## src/rtl/col_addr_skid_buf.sv

```systemverilog
// col_addr_skid_buf: two-entry skid buffer for column addresses with per-pipeline-cycle accept limit and drain error flag
module col_addr_skid_buf #(
    parameter int COL_ADDR_W        = 8,
    parameter int MAX_ALLOC_SEQ_NUM = 2,
    parameter int CNT_W             = $clog2(MAX_ALLOC_SEQ_NUM + 1)
) (
    input  logic                  sys_clk,
    input  logic                  rstn,
    input  logic                  in_valid_i,
    output logic                  in_ready_o,
    input  logic [COL_ADDR_W-1:0] col_addr_i,
    input  logic                  pipeCycle_begin_i,
    input  logic                  isColAddr_skid_i,
    output logic                  out_valid_o,
    input  logic                  out_ready_i,
    output logic [COL_ADDR_W-1:0] col_addr_o,
    output logic                  skid_occupied_o,
    output logic [CNT_W-1:0]      alloc_seq_cnt_o,
    output logic                  drain_err_o
);
    localparam logic [1:0] EMPTY = 2'd0;
    localparam logic [1:0] BUSY  = 2'd1;
    localparam logic [1:0] FULL  = 2'd2;
    localparam logic [CNT_W-1:0] MAX_CNT = CNT_W'(MAX_ALLOC_SEQ_NUM);
    logic [1:0]            r_state;
    logic [COL_ADDR_W-1:0] r_main;
    logic [COL_ADDR_W-1:0] r_skid;
    logic [CNT_W-1:0]      r_cnt;
    logic                  r_err;
    logic                  w_acc;
    logic                  w_fire;
    assign in_ready_o      = (r_state != FULL) && (r_cnt < MAX_CNT);
    assign out_valid_o     = (r_state != EMPTY) && !isColAddr_skid_i;
    assign w_acc           = in_valid_i && in_ready_o;
    assign w_fire          = out_valid_o && out_ready_i;
    assign col_addr_o      = r_main;
    assign skid_occupied_o = (r_state == FULL);
    assign alloc_seq_cnt_o = r_cnt;
    assign drain_err_o     = r_err;
    always_ff @(posedge sys_clk) begin
        if (!rstn) begin
            r_state <= EMPTY;
            r_main  <= '0;
            r_skid  <= '0;
            r_cnt   <= '0;
            r_err   <= 1'b0;
        end else begin
            case (r_state)
                EMPTY: if (w_acc) begin
                    r_main  <= col_addr_i;
                    r_state <= BUSY;
                end
                BUSY: if (w_acc && w_fire) begin
                    r_main <= col_addr_i;
                end else if (w_acc) begin
                    r_skid  <= col_addr_i;
                    r_state <= FULL;
                end else if (w_fire) begin
                    r_state <= EMPTY;
                end
                FULL: if (w_fire) begin
                    r_main  <= r_skid;
                    r_state <= BUSY;
                end
                default: r_state <= EMPTY;
            endcase
            // a new pipeline cycle restarts the count, keeping any same-cycle accept
            r_cnt <= pipeCycle_begin_i ? CNT_W'(w_acc) : r_cnt + CNT_W'(w_acc);
            if (pipeCycle_begin_i && r_state == FULL) r_err <= 1'b1;
        end
    end
endmodule

```

## config.mk

```make
export PLATFORM = sky130hd
export DESIGN_NAME = col_addr_skid_buf
export DESIGN_NICKNAME = d
export VERILOG_FILES = /design/src/rtl/col_addr_skid_buf.sv
export SDC_FILE = /design/constraint.sdc
export NUM_CORES = 1
export LEC_CHECK = 0
export CORE_UTILIZATION = 25
export DETAILED_ROUTE_END_ITERATION = 8
export HOLD_SLACK_MARGIN = 0.03
export PLACE_DENSITY_LB_ADDON = 0.25
export SLEW_MARGIN = 40
export SYNTH_ARGS = -nofsm -noshare
export SYNTH_HDL_FRONTEND = slang
export SYNTH_SLANG_ARGS = --single-unit
```

## constraint.sdc

```tcl
create_clock -name sys_clk -period 1.6 [get_ports sys_clk]
set_input_delay 0.32 -clock sys_clk [delete_from_list [all_inputs] [get_ports sys_clk]]
set_output_delay 0.32 -clock sys_clk [all_outputs]
set_load 0.01 [all_outputs]
```

==> run summary <==
• status: completed
• period utilisation layout: 96.1%
• Internal: 0.855 mW
• count of hold-fix buffers inserted at cts: 0
• switching power summed over all nets: 0.317 mW
• TritonCTS clock tree: built
• clock root buffer: sky130_fd_sc_hd__clkbuf_4
• number of synthesized flops with an enable pin: 0
• share of the yosys chip area belonging to registers: 45.8%
• GPL Wtd Cong: 0.718
• biggest fanout along the worst timing path: 2
• sw frac: 27.0%
• # Max-Cap Violations: 0
• core region area: 0.00342 mm²
• part of the total power dissipated in sequential elements: 50.1%
• mean area per synthesized cell: 9.08 µm²
• power density over the cells: 827 mW/mm²
• Avg WL per Cell: 11.6 µm
• number of ports placed on the die boundary: 28
• final worst hold slack: 0.488 ns
• antenna diode instance count: 0
• most common library cell in the layout ignoring fill and taps: sky130_fd_sc_hd__clkdlybuf4s50_1
• Hold Violations, Final: 0
• global-route wire length before repair: 3620 µm
• startpoint of the worst register-to-register path: r_state[1]
• clock network fraction of design power: 21.8%
• number of routed nets with antenna violations: 0
• PnR Total Power: 1.17 mW
• GRT Resource Usage Total: 11.8%
• count of distinct cell types in the synthesized netlist: 23
• kind of cell adding the most delay to the critical path: buffers and inverters
• Tightest Pin Transition: 0.358 ns
• Post-Synthesis Net Count: 116
• internal reg-to-reg setup slack: 0.07 ns
• Final Max Slew Viols: 0
• count of H-tree levels built during CTS: 1
• element type at the critical path start: register
• Row Count: 21
• headroom to the max-slew limit: 76.1%
• flip-flop and latch count after synthesis: 21
• worst skew pair latency: 0.30 ns
• vias per inst: 4.52
• Reg2Reg Capture Point: col_addr_o[4]
• path type of the worst min-delay path: register to register
• clock buffer count from CTS: 3
• DRC violation total after the first TritonRoute iteration: 27
• data arrival time of the critical path: 1.22 ns
• commonest non-fill, non-tap cells in the layout: sky130_fd_sc_hd__clkdlybuf4s50_1 (22), sky130_fd_sc_hd__nor2_1 (18), sky130_fd_sc_hd__dfxtp_1 (18)
• area added between synthesis and finish: 54.4%
• area of the die: 0.00392 mm²
• vias in the first global route: 829
• maximum operating frequency: 651 MHz
• unrepaired setup endpoints after global routing: false
• die width: 62.6 µm
• DP Wirelength: 1480 µm
• endpoints failing setup: 0
• reg2reg path depth: 5
• cell count after synthesis: 101
• critical hold path startpoint: r_skid[3]
• Gate power share: 28.1%
• number of warnings reported in the yosys synthesis log: 0
• Starting Density: 26.8%
• total number of nets in the final design: 158
• maximum buffer depth of the clock tree: 2
• pin count of the biggest net entering global routing: 20
• Worst Hold Path EP: col_addr_o[3]
• post-synth design cell area: 917 µm²
• Die Y: 62.6 µm
• via count: 850
• worst path required time: 1.28 ns
• Clock Pin Slew Worst Setup and Hold Paths: 0.11 ns
• clock period minus final worst setup slack: 1.54 ns
• Worst Setup Path Type: register to primary output
• Async S/R FF share, synth: 0%
• kind of end point of the critical path: primary output
• Worst path slowest cell: sky130_fd_sc_hd__clkdlybuf4s50_1
• number of optimization iterations in the first detailed-route pass: 4
• antenna violations before repair: 0
• Post-Route Skew: 0.00414 ns
• Worst Hold Depth: 2
• share of layout cells above drive strength 1: 23.2%
• Num Clock Sinks: 21
• worst-path cell chain: clkdlybuf4s50_1
• delay of the slowest critical-path stage: 0.54 ns
• total grt overflow: 0
• number of design rule violations left after detail routing: 0
• Total Wirelength: 2180 µm
• number of port buffers: 27
• IR drop worst, VDD: 0.000567 V
• buffer and inverter count on the worst path: 1
• leakage: 0.614 nW
• flip-flop cell with the highest count after synthesis: sky130_fd_sc_hd__dfxtp_1
-- kinds of logic (layout without fill, tap and decap cells) --
kind of cell / after synthesis / count (layout) / synth area share, %
buffers and inverters: 7 / 48 / 3.96
muxes: 9 / 9 / 9.82
xor gates and xnor gates: 1 / 1 / 0.955
DFF: 21 / 21 / 45.8
adders and majority gates: 1 / 1 / 1.36
AOI/OAI and AO/OA: 13 / 13 / 13.0
and+or+nand+nor: 49 / 49 / 25.1
-- metal layers --
layer  GRT usage, %  vias up  share of wire, %
met5              0        -                 0
met4           3.49        0               1.6
met3           4.93        4               5.0
met2           20.1       21                50
met1           13.2      394                44
li1               -      431                 -
-- power groups by stage --
stage	combinational, mW	clock [mW]	sequential (mW)
2_1_floorplan	0.128	0	0.609
3_3_place_gp	0.280	0	0.598
3_5_place_dp	0.284	0	0.599
4_1_cts	0.304	0.270	0.589
5_1_grt	0.358	0.284	0.592
6_report	0.329	0.255	0.587
-- timing repair --
item	4_1_cts	5_1_grt
setup buffers	2	1
gates resized for setup	14	7
setup endpoints to repair	12	6
pin swaps	1	6
gates cloned	0	1
-- cell usage after synthesis, drive strengths merged, types with 2 or more instances --
cell type	number	area [µm²]
dfxtp	21	420
nor2	21	78.8
nand2	17	63.8
mux2i	9	90.1
a311oi	8	82.6
buf	3	21.3
nand2b	3	18.8
a21oi	2	10.0
clkbuf	2	7.51
inv	2	7.51
nand4bb	2	22.5
nor2b	2	12.5
-- state kept, by name, indices dropped and copies added, names as in the netlist --
register         flops
col_addr_o           8
r_skid               8
alloc_seq_cnt_o      2
r_state              2
drain_err_o          1
-- cell type report --
class | count | area [µm²]
Inverter | 2 | 7.51
Fill cell | 351 | 2000
Timing Repair Buffer | 42 | 404
Sequential cell | 21 | 429
Clock buffer | 4 | 26.3
Tap cell | 46 | 57.6
Multi-Input combinational cell | 73 | 492
-- worst min-delay path, delay by kind of cell (launching register included) --
kind | cells | cell delay [ns]
flip-flops | 1 | 0.33
AO/OA/AOI/OAI | 1 | 0.07
AND/OR/NAND/NOR | 1 | 0.05
-- worst max path at each step --
stage / cells after the start / slack (ns) / end / from
2_1_floorplan: 5 / 0.09 / col_addr_o[0] / alloc_seq_cnt_o[1]
3_3_place_gp: 5 / -0.44 / col_addr_o[1] / in_valid_i
3_5_place_dp: 5 / -0.50 / col_addr_o[1] / in_valid_i
4_1_cts: 5 / 0.03 / in_ready_o / r_state[0]
5_1_grt: 1 / 0.01 / col_addr_o[6] / col_addr_o[6]
6_report: 1 / 0.06 / col_addr_o[6] / col_addr_o[6]
-- metrics by stage --
stage | instances | setup slack (ns) | utilization [%] | setup TNS [ns] | cell area [µm²]
after floorplan | 101 | 0.0893 | - | 0 | 917
after global placement | 180 | -0.439 | 38.0 | -4.76 | 1300
after detailed placement | 180 | -0.498 | 38.0 | -5.60 | 1300
after CTS | 186 | 0.0306 | 40.0 | 0 | 1370
after global routing | 188 | 0.0124 | 41.5 | 0 | 1420
final | 188 | 0.0631 | 41.5 | 0 | 1420
(Power assumes the default switching activity.)
